[src/rtl/memxfer_pkg.sv]
// memxfer_pkg: shared types and limits for the memxfer transfer engine.
package memxfer_pkg;

  localparam int MAX_SRC_LATENCY = 7;

  typedef enum logic [1:0] {
    XFER_FWD  = 2'b00,
    XFER_REV  = 2'b01,
    XFER_FILL = 2'b10,
    XFER_RSVD = 2'b11
  } mode_t;

  typedef enum logic [1:0] {
    S_IDLE  = 2'd0,
    S_ISSUE = 2'd1,
    S_DRAIN = 2'd2,
    S_DONE  = 2'd3
  } state_t;

endpackage

[src/rtl/memxfer_if.sv]
// memxfer_if: command/status and RAM port bundle of the memxfer engine.
//
// Handshake: the requester raises activate; it is taken only while busy is
// low (engine idle). busy rises the cycle after acceptance and stays high
// until the cycle after the one-cycle done pulse; aborted and err are only
// meaningful while done is high. abort is honoured only while a transfer is
// moving data. The RAM side has no back-pressure: a read issued with
// ram_rd_ena returns data a fixed latency later, a write with ram_wr_ena
// lands at the next clock edge.
interface memxfer_if #(
  parameter int MEM_WIDTH   = 8,
  parameter int SRC_ADDR_SZ = 14,
  parameter int DST_ADDR_SZ = 14
);
  logic                   activate;
  logic [1:0]             mode;
  logic [SRC_ADDR_SZ-1:0] src_addr;
  logic [DST_ADDR_SZ-1:0] dst_addr;
  logic [SRC_ADDR_SZ-1:0] len;
  logic [MEM_WIDTH-1:0]   fill_data;
  logic                   abort;
  logic                   busy;
  logic                   done;
  logic                   aborted;
  logic                   err;
  logic                   clk_ram_rd;
  logic                   ram_rd_ena;
  logic [SRC_ADDR_SZ-1:0] ram_rd_addr;
  logic [MEM_WIDTH-1:0]   ram_rd_data;
  logic                   clk_ram_wr;
  logic                   ram_wr_ena;
  logic [DST_ADDR_SZ-1:0] ram_wr_addr;
  logic [MEM_WIDTH-1:0]   ram_wr_data;

  modport master (
    input  activate, mode, src_addr, dst_addr, len, fill_data, abort, ram_rd_data,
    output busy, done, aborted, err, clk_ram_rd, ram_rd_ena, ram_rd_addr,
           clk_ram_wr, ram_wr_ena, ram_wr_addr, ram_wr_data
  );

  modport slave (
    output activate, mode, src_addr, dst_addr, len, fill_data, abort, ram_rd_data,
    input  busy, done, aborted, err, clk_ram_rd, ram_rd_ena, ram_rd_addr,
           clk_ram_wr, ram_wr_ena, ram_wr_addr, ram_wr_data
  );
endinterface

[src/rtl/memxfer_rd_pipe.sv]
// memxfer_rd_pipe: DEPTH-stage valid shift register that follows each issued
// source read until its data appears on the RAM read port.
module memxfer_rd_pipe #(
  parameter int DEPTH = 2
) (
  input  logic clk,
  input  logic reset,
  input  logic flush,
  input  logic in_valid,
  output logic valid_out,
  output logic empty
);

  logic [DEPTH-1:0] v;

  // Shift one stage per clock; flush drops every read still in flight.
  always_ff @(posedge clk) begin
    if (reset || flush) begin
      v <= '0;
    end else begin
      v[0] <= in_valid;
      for (int i = 1; i < DEPTH; i++) begin
        v[i] <= v[i-1];
      end
    end
  end

  assign valid_out = v[DEPTH-1];
  assign empty     = ~|v;

endmodule

[src/rtl/memxfer.sv]
// memxfer: single-channel memory transfer engine (forward copy, reverse copy,
// constant fill) with abort and a one-cycle done pulse.
// Optional build macro MEMXFER_CHECKSUM_EN adds a `checksum` output holding the
// XOR of all words written by the current transfer.
module memxfer
  import memxfer_pkg::*;
#(
  parameter int MEM_WIDTH   = 8,
  parameter int SRC_ADDR_SZ = 14,
  parameter int DST_ADDR_SZ = 14,
  parameter int SRC_LATENCY = 2
) (
  input  logic             clk,
  input  logic             reset,
  memxfer_if.master        bus,
  output state_t           dbg_state
`ifdef MEMXFER_CHECKSUM_EN
  ,
  output logic [MEM_WIDTH-1:0] checksum
`endif
);

  // Out-of-range latencies are clamped so the valid pipe always has 1..7 stages.
  localparam int PIPE_DEPTH = (SRC_LATENCY > MAX_SRC_LATENCY) ? MAX_SRC_LATENCY :
                              (SRC_LATENCY < 1) ? 1 : SRC_LATENCY;
  localparam logic [SRC_ADDR_SZ-1:0] SRC_ONE = 1;
  localparam logic [DST_ADDR_SZ-1:0] DST_ONE = 1;

  state_t                 state, state_next;
  mode_t                  mode_q, mode_in;
  logic [SRC_ADDR_SZ-1:0] cnt, rd_ptr;
  logic [DST_ADDR_SZ-1:0] dst_ptr, wr_addr_q, len_dst;
  logic [MEM_WIDTH-1:0]   wr_data_q;
  logic                   wr_ena_q, aborted_q, err_q;
  logic                   accept, degenerate, abort_take, last_issue;
  logic                   is_fill, is_rev, rd_issue, pipe_valid, pipe_empty;

  assign mode_in    = mode_t'(bus.mode);
  assign len_dst    = DST_ADDR_SZ'(bus.len);
  assign accept     = (state == S_IDLE) && bus.activate;
  assign degenerate = (bus.len == '0) || (mode_in == XFER_RSVD);
  assign abort_take = bus.abort && ((state == S_ISSUE) || (state == S_DRAIN));
  assign last_issue = (cnt == SRC_ONE);
  assign is_fill    = (mode_q == XFER_FILL);
  assign is_rev     = (mode_q == XFER_REV);
  assign rd_issue   = (state == S_ISSUE) && !is_fill;

  memxfer_rd_pipe #(.DEPTH(PIPE_DEPTH)) u_rd_pipe (
    .clk       (clk),
    .reset     (reset),
    .flush     (abort_take),
    .in_valid  (rd_issue),
    .valid_out (pipe_valid),
    .empty     (pipe_empty)
  );

  // State register.
  always_ff @(posedge clk) begin
    if (reset) state <= S_IDLE;
    else       state <= state_next;
  end

  // Next-state logic. Degenerate requests spend one cycle in S_DRAIN with an
  // empty pipe so their done pulse lands two cycles after acceptance.
  always_comb begin
    state_next = state;
    case (state)
      S_IDLE:  if (accept) state_next = degenerate ? S_DRAIN : S_ISSUE;
      S_ISSUE: begin
        if (abort_take)      state_next = S_DONE;
        else if (last_issue) state_next = is_fill ? S_DONE : S_DRAIN;
      end
      S_DRAIN: if (abort_take || pipe_empty) state_next = S_DONE;
      S_DONE:  state_next = S_IDLE;
      default: state_next = S_IDLE;
    endcase
  end

  // Transfer datapath: latches the request, walks the source and destination
  // pointers and registers every write one cycle before it reaches the RAM.
  always_ff @(posedge clk) begin
    if (reset) begin
      mode_q    <= XFER_FWD;
      cnt       <= '0;
      rd_ptr    <= '0;
      dst_ptr   <= '0;
      wr_ena_q  <= 1'b0;
      wr_addr_q <= '0;
      wr_data_q <= '0;
      aborted_q <= 1'b0;
      err_q     <= 1'b0;
    end else begin
      wr_ena_q <= 1'b0;
      case (state)
        S_IDLE: begin
          if (accept) begin
            mode_q    <= mode_in;
            err_q     <= (mode_in == XFER_RSVD);
            aborted_q <= 1'b0;
            cnt       <= bus.len;
            rd_ptr    <= (mode_in == XFER_REV) ? bus.src_addr + bus.len - SRC_ONE : bus.src_addr;
            dst_ptr   <= (mode_in == XFER_REV) ? bus.dst_addr + len_dst - DST_ONE : bus.dst_addr;
            // Fill needs its first write in the very next cycle.
            if ((mode_in == XFER_FILL) && (bus.len != '0)) begin
              wr_ena_q  <= 1'b1;
              wr_addr_q <= bus.dst_addr;
              wr_data_q <= bus.fill_data;
              dst_ptr   <= bus.dst_addr + DST_ONE;
            end
          end
        end
        S_ISSUE: begin
          if (abort_take) begin
            aborted_q <= 1'b1;
          end else begin
            cnt <= cnt - SRC_ONE;
            if (is_fill) begin
              if (!last_issue) begin
                wr_ena_q  <= 1'b1;
                wr_addr_q <= dst_ptr;
                dst_ptr   <= dst_ptr + DST_ONE;
              end
            end else begin
              rd_ptr <= is_rev ? rd_ptr - SRC_ONE : rd_ptr + SRC_ONE;
            end
          end
        end
        S_DRAIN: if (abort_take) aborted_q <= 1'b1;
        default: ;
      endcase
      // Copy modes: read data arriving from the RAM becomes the next write.
      if (pipe_valid && !abort_take) begin
        wr_ena_q  <= 1'b1;
        wr_addr_q <= dst_ptr;
        wr_data_q <= bus.ram_rd_data;
        dst_ptr   <= is_rev ? dst_ptr - DST_ONE : dst_ptr + DST_ONE;
      end
    end
  end

`ifdef MEMXFER_CHECKSUM_EN
  logic [MEM_WIDTH-1:0] chk_q;

  // Running XOR of words as they are written; held after done until next accept.
  always_ff @(posedge clk) begin
    if (reset || accept) chk_q <= '0;
    else if (wr_ena_q)   chk_q <= chk_q ^ wr_data_q;
  end

  assign checksum = chk_q;
`endif

  assign dbg_state       = state;
  assign bus.busy        = reset || (state != S_IDLE);
  assign bus.done        = (state == S_DONE) && !reset;
  assign bus.aborted     = bus.done && aborted_q;
  assign bus.err         = bus.done && err_q;
  assign bus.clk_ram_rd  = clk;
  assign bus.clk_ram_wr  = clk;
  assign bus.ram_rd_ena  = rd_issue;
  assign bus.ram_rd_addr = rd_ptr;
  assign bus.ram_wr_ena  = wr_ena_q;
  assign bus.ram_wr_addr = wr_addr_q;
  assign bus.ram_wr_data = wr_data_q;

endmodule

[src/flat_wrapper.sv]
// flat-port wrapper written by rule: the top's interface ports become plain ports
module memxfer_flat import memxfer_pkg::*;
#(
  parameter int MEM_WIDTH   = 8,
  parameter int SRC_ADDR_SZ = 14,
  parameter int DST_ADDR_SZ = 14,
  parameter int SRC_LATENCY = 2
)
  (clk, reset, dbg_state, bus_activate, bus_mode, bus_src_addr, bus_dst_addr, bus_len, bus_fill_data, bus_abort, bus_ram_rd_data, bus_busy, bus_done, bus_aborted, bus_err, bus_clk_ram_rd, bus_ram_rd_ena, bus_ram_rd_addr, bus_clk_ram_wr, bus_ram_wr_ena, bus_ram_wr_addr, bus_ram_wr_data);
  memxfer_if #(.MEM_WIDTH(MEM_WIDTH), .SRC_ADDR_SZ(SRC_ADDR_SZ), .DST_ADDR_SZ(DST_ADDR_SZ)) bus_i ();
  input  logic clk;
  input  logic reset;
  output state_t dbg_state;
  input wire logic [$bits(bus_i.activate)-1:0] bus_activate;
  input wire logic [$bits(bus_i.mode)-1:0] bus_mode;
  input wire logic [$bits(bus_i.src_addr)-1:0] bus_src_addr;
  input wire logic [$bits(bus_i.dst_addr)-1:0] bus_dst_addr;
  input wire logic [$bits(bus_i.len)-1:0] bus_len;
  input wire logic [$bits(bus_i.fill_data)-1:0] bus_fill_data;
  input wire logic [$bits(bus_i.abort)-1:0] bus_abort;
  input wire logic [$bits(bus_i.ram_rd_data)-1:0] bus_ram_rd_data;
  output wire logic [$bits(bus_i.busy)-1:0] bus_busy;
  output wire logic [$bits(bus_i.done)-1:0] bus_done;
  output wire logic [$bits(bus_i.aborted)-1:0] bus_aborted;
  output wire logic [$bits(bus_i.err)-1:0] bus_err;
  output wire logic [$bits(bus_i.clk_ram_rd)-1:0] bus_clk_ram_rd;
  output wire logic [$bits(bus_i.ram_rd_ena)-1:0] bus_ram_rd_ena;
  output wire logic [$bits(bus_i.ram_rd_addr)-1:0] bus_ram_rd_addr;
  output wire logic [$bits(bus_i.clk_ram_wr)-1:0] bus_clk_ram_wr;
  output wire logic [$bits(bus_i.ram_wr_ena)-1:0] bus_ram_wr_ena;
  output wire logic [$bits(bus_i.ram_wr_addr)-1:0] bus_ram_wr_addr;
  output wire logic [$bits(bus_i.ram_wr_data)-1:0] bus_ram_wr_data;
  assign bus_i.activate = bus_activate;
  assign bus_i.mode = bus_mode;
  assign bus_i.src_addr = bus_src_addr;
  assign bus_i.dst_addr = bus_dst_addr;
  assign bus_i.len = bus_len;
  assign bus_i.fill_data = bus_fill_data;
  assign bus_i.abort = bus_abort;
  assign bus_i.ram_rd_data = bus_ram_rd_data;
  assign bus_busy = bus_i.busy;
  assign bus_done = bus_i.done;
  assign bus_aborted = bus_i.aborted;
  assign bus_err = bus_i.err;
  assign bus_clk_ram_rd = bus_i.clk_ram_rd;
  assign bus_ram_rd_ena = bus_i.ram_rd_ena;
  assign bus_ram_rd_addr = bus_i.ram_rd_addr;
  assign bus_clk_ram_wr = bus_i.clk_ram_wr;
  assign bus_ram_wr_ena = bus_i.ram_wr_ena;
  assign bus_ram_wr_addr = bus_i.ram_wr_addr;
  assign bus_ram_wr_data = bus_i.ram_wr_data;
  memxfer #(.MEM_WIDTH(MEM_WIDTH), .SRC_ADDR_SZ(SRC_ADDR_SZ), .DST_ADDR_SZ(DST_ADDR_SZ), .SRC_LATENCY(SRC_LATENCY)) u_core (.clk(clk), .reset(reset), .bus(bus_i), .dbg_state(dbg_state));
endmodule
[config.mk]
export PLATFORM = sky130hd
export DESIGN_NAME = memxfer_flat
export DESIGN_NICKNAME = d
export VERILOG_FILES = /design/src/rtl/memxfer_pkg.sv /design/src/rtl/memxfer_if.sv /design/src/rtl/memxfer_rd_pipe.sv /design/src/rtl/memxfer.sv /design/src/flat_wrapper.sv
export SDC_FILE = /design/constraint.sdc
export NUM_CORES = 1
export LEC_CHECK = 0
export ABC_CLOCK_PERIOD_IN_PS = 4200
export BUFFER_PORTS_ARGS = -buffer_cell sky130_fd_sc_hd__buf_2
export CAP_MARGIN = 5
export CORE_AREA = 2 2 136 138
export DETAILED_ROUTE_END_ITERATION = 10
export DIE_AREA = 0 0 138 140
export GPL_ROUTABILITY_DRIVEN = 0
export PLACE_DENSITY = 0.66
export SLEW_MARGIN = 20
export SYNTH_ARGS = -nofsm -noshare
export SYNTH_HDL_FRONTEND = slang
export SYNTH_SLANG_ARGS = --single-unit
[constraint.sdc]
create_clock -name clk -period 4.2 [get_ports clk]
set_clock_uncertainty 0.1 [all_clocks]
set_input_delay 0.84 -clock clk [delete_from_list [all_inputs] [get_ports clk]]
set_output_delay 0.84 -clock clk [all_outputs]
set_load 0.05 [all_outputs]
; Yosys cells after proc, flatten, opt, wreduce, memory -nomap -nowiden
; Index checks and enable logic that the tools add are counted.
[word_totals]
output_inout_bits = 46
wordCells = 124
inputBits = 64
ff_bits = 73
[op_classes]
eq_ne = 20
n_addsub = 10
reduce_logical = 37
n_mux = 46
[op_table]
columns = cell, count
row1 = 2-to-1 mux 14 bit, 21
row2 = case mux 14 bit (2 select lines), 4
row3 = "subtractor 14 x 1 -> 14 bit, second input constant", 5
row4 = "adder 14 x 1 -> 14 bit, second input constant", 3
row5 = 2-to-1 mux 8 bit, 4
row6 = adder 14 bit, 2
row7 = "equality test 14 x 1 -> 1 bit, second input constant", 1
row8 = zero test 14 bit, 1
row9 = nonzero test 14 bit, 1
row10 = AND reduction 3 bit, 4
row11 = nonzero test 2 bit, 6
row12 = "equality test 2 bit, second input constant", 5
row13 = 2-to-1 mux 2 bit, 5
row14 = 2-to-1 mux 1 bit, 9
row15 = "!= test 3 bit, second input constant", 3
row16 = logical AND 1 bit, 8
row17 = case mux 2 bit (4 select lines), 1
row18 = "equality test 2 x 1 -> 1 bit, second input constant", 3
row19 = "!= test 2 bit, second input constant", 3
row20 = "!= test 3 x 2 -> 1 bit, second input constant", 2
row21 = AND reduction 6 bit, 1
row22 = logical OR 1 bit, 5
row23 = AND reduction 5 bit, 1
row24 = zero test 1 bit, 4
row25 = other kinds (8), 11

; Logic depth before layout (Yosys ltp)
; Gate-level depths: netlist of the first run.
[logic_depth]
word_depth = 7
mapped_depth = 12
ltp_nobuf = 12

; Modules after synthesis
; From an unflattened synthesis of the first run, not the netlist that was laid out.
[hier_totals]
hier_cells = 995
area_unflattened_um2 = 7071.8
[by_module_without_submodules]
columns = mod, area_each_um2, cells_each, instances, seq_area_each_um2
row1 = memxfer, 7013.0, 990, 1, 1421.4
row2 = memxfer_rd_pipe, 58.8, 5, 1, 40.0

==> results of run 1 <==
[per-stage QoR]
step           worst slack (ns)  cells
6_report                  0.701   1315
5_1_grt                   0.658   1315
3_3_place_gp              0.693   1294
2_1_floorplan             0.973    997
4_1_cts                   0.695   1314
3_5_place_dp              0.655   1294
[cell type report]
cell class	count	share of cell area, %
repair buffers	120	7.78
well taps	229	3.52
flip-flops and latches	73	18.0
diodes	1	0.0307
inverters	105	4.84
clock inverters	7	1.25
clock buffers	15	4.12
multi-input cells	765	60.5
[per-layer routing]
layer	vias to the layer above	global-route usage [%]	wire length (um)
li1	3723	-	-
met3	55	4.55	1570
met2	304	35.3	9600
met1	3447	30.7	9950
met4	0	10.6	697
met5	-	0	0
[cell families after synthesis]
kind of cell	count (synthesis)	synth area share, %
AND/OR/NAND/NOR	358	23.6
buffers and inverters	159	8.92
multiplexers	10	1.62
adder cells (fa/ha/maj)	75	13.7
flip-flops	73	20.8
AO/OA/AOI/OAI	281	26.1
XOR/XNOR	41	5.12
[sequential cells by signal, indices dropped and copies added, names as in the netlist, 2 cells and up]
signal	flops
u_core.u_rd_pipe.v	2
u_core.dst_ptr	14
u_core.bus.ram_rd_addr	14
u_core.bus.ram_wr_addr	14
u_core.dbg_state	2
u_core.bus.ram_wr_data	8
u_core.cnt	14
u_core.mode_q	2
[worst max-delay path, cell delays in order]
cell	delay (ns)
clkbuf_16	0.13
clkbuf_16	0.13
buf_2	0.20
[cell usage after synthesis, drive strengths merged (22+ instances only)]
library cell and count:
a211oi 22, a21oi 93, clkbuf 38, dfxtp 73, ha 72, inv 104
nand2 93, nand3 25, nor2 129, nor3 32, o21ai 43, xnor2 27
[worst max path at each step]
stage / startpoint / end / slack (ns) / cells after the start
2_1_floorplan: reset / bus_aborted / 0.97 / 3
3_3_place_gp: bus_len[1] / u_core.dst_ptr[13] / 0.69 / 13
3_5_place_dp: bus_len[1] / u_core.dst_ptr[13] / 0.66 / 13
4_1_cts: clk / bus_clk_ram_rd / 0.69 / 3
5_1_grt: u_core.mode_q[1] / u_core.bus.ram_rd_addr[11] / 0.66 / 9
6_report: clk / bus_clk_ram_rd / 0.70 / 3
[power by group]
part	internal (uW)	leakage [uW]	switching, uW
clock network	701	0.000210	449
registers	924	0.000600	258
logic	959	0.00286	1910
total	2580	0.00367	2620
==> results.json, run 1 <==
{
  "via_count": 7529,
  "r2r_cells": 8,
  "synth_cells": 997,
  "finalSetupTns_ns": 0,
  "holdPathStages": 2,
  "grt_start_max_net_pins": 70,
  "die-area_mm2": 0.0193,
  "wire_per_inst_um": 16.6,
  "synth_area_leaders": "dfxtp_1, ha_1, nor2_1, a21oi_1, inv_1",
  "io_buffers": 109,
  "cp-start-kind": "clock port",
  "antenna_found_initial": 1,
  "r2r_end": "u_core.dst_ptr[11]",
  "postCtsSetupBuffers": 0,
  "multi_input_area_mm2": 0.00493,
  "final_common_cell": "nor2_1",
  "regArea_mm2": 0.00146,
  "die_y_um": 140,
  "worstReg2RegStart": "u_core.dbg_state[1]",
  "synth.avg_cell_area_um2": 7.03,
  "total_power_uw": 5200,
  "ys.flop_type": "dfxtp_1",
  "holdPathEnd": "u_core.mode_q[1]",
  "syn_nets": 1136,
  "setup_viol": 0,
  "hpwl_um": 16400,
  "post-route-util_pct": 45.8,
  "cts_tree": "built",
  "drc": 0,
  "final_cell_mix": "nor2_1, buf_2, inv_1, nand2_1, a21oi_1",
  "die_w_um": 138,
  "r2r_setup_slack_ns": 1.09,
  "synth_edf_count": 0,
  "fillCellCount": 1858,
  "drtIter0Drc": 729,
  "holdBufCountCts": 0,
  "min_from": "u_core.mode_q[1]",
  "ys_async_sr_fraction_pct": 0,
  "final_hold_viol_count": 0,
  "grt.total_usage_pct": 22.8,
  "worstMarginPinSlew_ns": 0.826,
  "drive_gt1_share_pct": 14.7,
  "ioPinCount": 110,
  "drt-total-wl_um": 21800,
  "worstPathArrival_ns": 2.56,
  "clk_latency_ns": 0.46,
  "worstSetupPathType": "clk2out",
  "ant_nets": 0,
  "first_global_vias": 7053,
  "core-area_mm2": 0.0178,
  "synth_top_area_share_pct": 20.8,
  "synth_cell_type_count": 69,
  "yosysTopAreaCell": "dfxtp_1",
  "ys_seq_elements": 73,
  "powerDensity_mw_per_mm2": 639,
  "drv_cap": 0,
  "post-route-cell-area_mm2": 0.00814,
  "slew_violations": 0,
  "cts_resized": 0,
  "ys_warn_count": 0,
  "start_util_pct": 39.4,
  "area_growth_pct": 16.1,
  "grt_first_pass_wirelength_um": 35900,
  "yosysSeqAreaShare_pct": 20.8,
  "place_area_mm2": 0.00771,
  "rows": 49,
  "min_path_type": "reg2reg",
  "synth_area_mm2": 0.00701,
  "grt_remaining_overflow": 0,
  "viasPerCell": 5.73,
  "peakVddDrop_v": 0.000419,
  "clk_pin_slew_ns": 0.06,
  "leakagePower_uw": 0.00367,
  "drt_first_pass_iters": 7,
  "grt_setup_unrepaired": "false",
  "status": "complete, no violations",
  "slew-limit-headroom_pct": 44.7,
  "worst_hold_slack_ns": 0.366,
  "nets": 1219,
  "cp_max_fo": 2,
  "crit_required_ns": 3.26,
  "cp-end-kind": "primary output"
}
No activity file was read; power rests on OpenSTA's default activity.
==> run 2, diff against run 1 <==
--- a/config.mk
+++ b/config.mk
@@ -5,14 +5,15 @@
 export SDC_FILE = /design/constraint.sdc
 export NUM_CORES = 1
 export LEC_CHECK = 0
-export ABC_CLOCK_PERIOD_IN_PS = 4200
+export ABC_AREA = 1
+export ABC_CLOCK_PERIOD_IN_PS = 3200
 export BUFFER_PORTS_ARGS = -buffer_cell sky130_fd_sc_hd__buf_2
 export CAP_MARGIN = 5
-export CORE_AREA = 2 2 136 138
+export CORE_AREA = 2 2 144 146
 export DETAILED_ROUTE_END_ITERATION = 10
-export DIE_AREA = 0 0 138 140
+export DIE_AREA = 0 0 146 148
 export GPL_ROUTABILITY_DRIVEN = 0
-export PLACE_DENSITY = 0.66
+export PLACE_DENSITY = 0.68
 export SLEW_MARGIN = 20
 export SYNTH_ARGS = -nofsm -noshare
 export SYNTH_HDL_FRONTEND = slang
==> constraint.sdc (replaced) <==
create_clock -name clk -period 3.2 [get_ports clk]
set_clock_uncertainty 0.1 [all_clocks]
set_input_delay 0.64 -clock clk [delete_from_list [all_inputs] [get_ports clk]]
set_output_delay 0.64 -clock clk [all_outputs]
set_load 0.05 [all_outputs]
==> results.json, run 2 <==
{
  "crit_path_cell_trace": "clkbuf_16 -> clkbuf_16 -> buf_2",
  "clk_latency_ns": 0.47,
  "final_hold_viol_count": 0,
  "yosysSeqAreaShare_pct": 18.5,
  "slew-limit-headroom_pct": 63.2,
  "drv_cap": 0,
  "ys_warn_count": 0,
  "synth_cells": 1318,
  "synth_area_mm2": 0.00789,
  "hpwl_um": 19400,
  "drc": 0,
  "drtIter0Drc": 791,
  "synth_area_leaders": "dfxtp_1, nand2_1, ha_1, inv_1, o21ai_0",
  "status": "complete, no violations",
  "grt.total_usage_pct": 22.7,
  "die_y_um": 148,
  "cp_max_fo": 2,
  "drive_gt1_share_pct": 12.8,
  "viasPerCell": 5.22,
  "cp-start-kind": "clock port",
  "worstPathArrival_ns": 2.05,
  "nets": 1553,
  "drt_first_pass_iters": 6,
  "powerDensity_mw_per_mm2": 931,
  "crit_slowest_cell": "buf_2",
  "cp_common_cell": "clkbuf_16",
  "cp-end-kind": "primary output",
  "die-area_mm2": 0.0216,
  "cts_resized": 0,
  "synth_edf_count": 0,
  "start_util_pct": 39.4,
  "yosysTopAreaCell": "dfxtp_1",
  "fin_crit_ns": 2.79,
  "crit_required_ns": 2.46,
  "synth_cell_type_count": 53,
  "via_count": 8803,
  "wire_per_inst_um": 14.6,
  "postCtsSetupBuffers": 0,
  "setup_viol": 0,
  "ys.flop_type": "dfxtp_1",
  "worstSetupPathType": "clk2out",
  "io_buffers": 109,
  "grt_first_pass_wirelength_um": 39400,
  "post-route-period-util_pct": 87.3,
  "final_cell_mix": "nand2_1, inv_1, nor2_1, o21ai_0, buf_2",
  "slew_violations": 0,
  "synth_most_common_cell": "nand2_1",
  "grt_remaining_overflow": 0,
  "core-area_mm2": 0.0200,
  "leakagePower_uw": 0.00471,
  "synth_common_cells": "nand2_1, inv_1, nor2_1, o21ai_0, nand3_1",
  "ys_async_sr_fraction_pct": 0,
  "rows": 52,
  "synth.avg_cell_area_um2": 5.99,
  "ioPinCount": 110,
  "finalSetupTns_ns": 0,
  "drt-total-wl_um": 24700,
  "die_w_um": 146,
  "worstMarginPinSlew_ns": 0.552,
  "antenna_found_initial": 0,
  "first_global_vias": 7889,
  "dp_cells": 1669,
  "clk_pin_slew_ns": 0.06,
  "ys_seq_elements": 73,
  "syn_nets": 1457,
  "final_common_cell": "nand2_1",
  "peakVddDrop_v": 0.000715,
  "stdcell_count": 1688,
  "num_antenna_cells": 0,
  "ant_nets": 0,
  "cts_tree": "built",
  "grt_setup_unrepaired": "false",
  "crit_path_max_incr_delay_ns": 0.20,
  "grt_start_max_net_pins": 34,
  "min_path_type": "in2reg",
  "fmax_ghz": 0.358,
  "holdBufCountCts": 0,
  "synth_top_area_share_pct": 18.5,
  "area_growth_pct": 14.4
}
run 2: cell count changes in the layout (fill, tap and decap cells not counted), sizes merged, moves of 12 or more:
| cell | previous run | this run |
|---|---|---|
| a311oi | 12 | 0 |
| a211oi | 22 | 5 |
| o22ai | 15 | 1 |
| a21o | 16 | 0 |
| nor2 | 129 | 164 |
| nand2b | 13 | 0 |
| nor3 | 32 | 16 |
| nand2 | 93 | 309 |
| xnor2 | 27 | 10 |
| inv | 106 | 208 |
| o21ai | 43 | 129 |
| nand3 | 25 | 109 |
run 2: final timing paths:
check                      startpoint                        end  slack (ns)  cells past startpoint
setup / recovery                  clk             bus_clk_ram_wr        0.41                      3
hold / removal       bus_fill_data[2]  u_core.bus.ram_wr_data[2]        0.34                      3
setup reg to reg  u_core.dbg_state[0]  u_core.bus.ram_wr_addr[0]        0.44                     13
hold reg to reg      u_core.aborted_q           u_core.aborted_q        0.36                      2
run 2: cells by family after synthesis:
family | Yosys count | synth area share (%)
xor+xnor | 35 | 3.89
flops | 73 | 18.5
compound gates | 256 | 17.4
fa+ha+maj | 75 | 12.2
buf+inv | 253 | 13.3
simple gates | 626 | 34.7
run 2: power breakdown:
group	internal, uW	switching (uW)	total, uW
Sequential	1310	403	1710
Clock	826	538	1360
Combinational	1610	3720	5330
Total	3740	4660	8400
run 2: worst max-delay path: cells and delay by family:
family,cells,cell delay [ns]
buf+inv,3,0.46
run 2: area by class of cell:
class	count	area, um^2
sequential	73	1460
clock buffer	17	343
fill	2196	11000
clock inverter	4	45.0
timing repair buffer	123	656
tap	270	338
multi-input combinational	992	5380
inverter	209	800
run 2: per-stage QoR:
step | utilization (%) | instance area [um^2] | setup slack [ns] | total power, uW | hold slack [ns]
after floorplan | - | 7890 | 0.335 | 6010 | 0.331
after global placement | 43.1 | 8650 | 0.302 | 7040 | 0.347
after detailed placement | 43.1 | 8650 | 0.247 | 7110 | 0.349
after CTS | 45.0 | 9020 | 0.399 | 8390 | 0.333
after global routing | 45.0 | 9020 | 0.219 | 9130 | 0.348
final | 45.0 | 9020 | 0.406 | 8400 | 0.338
run 2: routing by layer:
metal | vias to the layer above | routed length [um] | share of wire (%) | GRT usage, %
met3 | 61 | 1580 | 6.4 | 4.51
met1 | 3984 | 11200 | 45 | 29.7
met2 | 285 | 11100 | 45 | 36.4
met5 | - | 0 | 0 | 0
met4 | 0 | 823 | 3.3 | 9.71
li1 | 4473 | - | - | -
==> run 3, diff against run 2 <==
--- a/config.mk
+++ b/config.mk
@@ -9,12 +9,14 @@
 export ABC_CLOCK_PERIOD_IN_PS = 3200
 export BUFFER_PORTS_ARGS = -buffer_cell sky130_fd_sc_hd__buf_2
 export CAP_MARGIN = 5
-export CORE_AREA = 2 2 144 146
+export CORE_AREA = 2 2 141 143
 export DETAILED_ROUTE_END_ITERATION = 10
-export DIE_AREA = 0 0 146 148
+export DIE_AREA = 0 0 143 145
 export GPL_ROUTABILITY_DRIVEN = 0
+export HOLD_SLACK_MARGIN = 0.15
 export PLACE_DENSITY = 0.68
 export SLEW_MARGIN = 20
 export SYNTH_ARGS = -nofsm -noshare
 export SYNTH_HDL_FRONTEND = slang
+export SYNTH_HIERARCHICAL = 1
 export SYNTH_SLANG_ARGS = --single-unit
==> results.json, run 3 <==
{
  "slew-limit-headroom_pct": 54.9,
  "clk_latency_ns": 0.47,
  "synth.avg_cell_area_um2": 6.15,
  "setup_viol": 0,
  "via_count": 8495,
  "viasPerCell": 5.30,
  "worst_hold_slack_ns": 0.333,
  "holdPathStages": 2,
  "cts_tree": "built",
  "cp-start-kind": "flip-flop",
  "grt.total_usage_pct": 23.3,
  "hpwl_um": 18300,
  "wire_per_inst_um": 15.0,
  "min_path_type": "reg2reg",
  "final_common_cell": "nand2_1",
  "synth_edf_count": 0,
  "worstReg2RegStart": "u_core/dbg_state[0]",
  "dp_cells": 1582,
  "grt_remaining_overflow": 0,
  "drv_cap": 0,
  "synth_area_mm2": 0.00758,
  "post-route-util_pct": 45.8,
  "cp_max_fo": 8,
  "final_cell_mix": "nand2_1, inv_1, o21ai_0, buf_2, nor2_1",
  "die-area_mm2": 0.0207,
  "stdcell_count": 1602,
  "synth_cells": 1234,
  "synth_cell_type_count": 53,
  "yosysSeqAreaShare_pct": 19.3,
  "fillCellCount": 2030,
  "synth_top_area_share_pct": 19.3,
  "die_y_um": 145,
  "core-area_mm2": 0.0192,
  "slew_violations": 0,
  "area_growth_pct": 16.0,
  "holdBufCountCts": 0,
  "num_antenna_cells": 0,
  "rows": 51,
  "drc": 0,
  "multi_input_area_mm2": 0.00517,
  "cp-end-kind": "flip-flop",
  "ys_warn_count": 6,
  "ant_nets": 0,
  "io_buffers": 109,
  "r2r_cells": 10,
  "crit_start": "u_core/dbg_state[0]",
  "final_hold_viol_count": 0,
  "clk_pin_slew_ns": 0.07,
  "worstMarginPinSlew_ns": 0.674,
  "total_power_uw": 7440,
  "powerDensity_mw_per_mm2": 846,
  "synth_most_common_cell": "nand2_1",
  "grt_first_pass_wirelength_um": 38800,
  "finalSetupTns_ns": 0,
  "peakVddDrop_v": 0.000719,
  "cts_resized": 0,
  "status": "complete, no violations",
  "drt_first_pass_iters": 5,
  "min_from": "u_core/u_rd_pipe/v[0]",
  "fmax_ghz": 0.346,
  "regArea_mm2": 0.00146,
  "ioPinCount": 110,
  "first_global_vias": 7686,
  "drtIter0Drc": 714,
  "die_w_um": 143,
  "start_util_pct": 39.5,
  "synth_common_cells": "nand2_1, inv_1, o21ai_0, nor2_1, nand3_1",
  "ys_async_sr_fraction_pct": 0,
  "syn_nets": 1372,
  "crit_required_ns": 3.50,
  "grt_start_max_net_pins": 37,
  "antenna_found_initial": 0,
  "post-route-period-util_pct": 90.3,
  "postCtsSetupBuffers": 0,
  "yosysTopAreaCell": "dfxtp_1",
  "worstPathArrival_ns": 3.19,
  "grt_setup_unrepaired": "false",
  "synth_area_leaders": "dfxtp_1, nand2_1, ha_1, inv_1, o21ai_0",
  "worstSetupPathType": "reg2reg",
  "nets": 1470,
  "drive_gt1_share_pct": 14.3,
  "ys.flop_type": "dfxtp_1",
  "ys_seq_elements": 73,
  "drt-total-wl_um": 24000,
  "leakagePower_uw": 0.00444,
  "fin_crit_ns": 2.89
}
[run 3: cell families (layout without fill, tap and decap cells)]
| kind of cell | Yosys count | in the layout | share of synthesized area, % |
|---|---|---|---|
| simple gates | 517 | 517 | 29.3 |
| compound gates | 295 | 295 | 22.0 |
| buf+inv | 238 | 341 | 12.6 |
| fa+ha+maj | 74 | 74 | 12.5 |
| flops | 73 | 73 | 19.3 |
| xor+xnor | 37 | 37 | 4.27 |
[run 3: path summary, 6_finish.rpt]
| kind | to | slack, ns |
|---|---|---|
| hold reg to reg | u_core/u_rd_pipe/v[1] | 0.33 |
| hold / removal | u_core/u_rd_pipe/v[1] | 0.33 |
| setup reg to reg | u_core/bus.ram_wr_addr[0] | 0.31 |
| setup / recovery | u_core/bus.ram_wr_addr[0] | 0.31 |
[run 3: per-layer routing]
metal | global-route usage (%) | vias up | part of all wire [%]
met5 | 0 | - | 0
met4 | 8.47 | 0 | 2.5
met3 | 4.59 | 45 | 8.2
met2 | 36.2 | 344 | 44
met1 | 31.9 | 3834 | 45
li1 | - | 4272 | -
[run 3: area by class of cell]
cell class | count | share of cell area [%]
Inverter | 190 | 8.13
Clock inverter | 7 | 0.953
Multi-Input combinational cell | 923 | 58.8
Clock buffer | 15 | 3.81
Timing Repair Buffer | 129 | 7.96
Tap cell | 265 | 3.77
Sequential cell | 73 | 16.6
[run 3: worst max-delay path: stages (launching register included)]
cell and delay [ns]:
dfxtp_1 0.39, inv_1 0.10, ha_1 0.32, nand2_1 0.15
nand2_1 0.15, inv_1 0.07, nor2_1 0.52, inv_2 0.21
o21ai_0 0.47, nand3_1 0.16, a21oi_1 0.18
[run 3: metrics by stage]
stage               area, um^2  setup slack [ns]
floorplan                 7580             0.344
global placement          8390             0.269
detailed placement        8390             0.210
CTS                       8800             0.366
global route              8800             0.143
finish                    8800             0.312
[run 3: power breakdown]
part	internal, uW	leakage (uW)	total [uW]	switching, uW
sequential	1240	0.000601	1560	318
combinational	1360	0.00363	4420	3060
clock	850	0.000206	1470	620
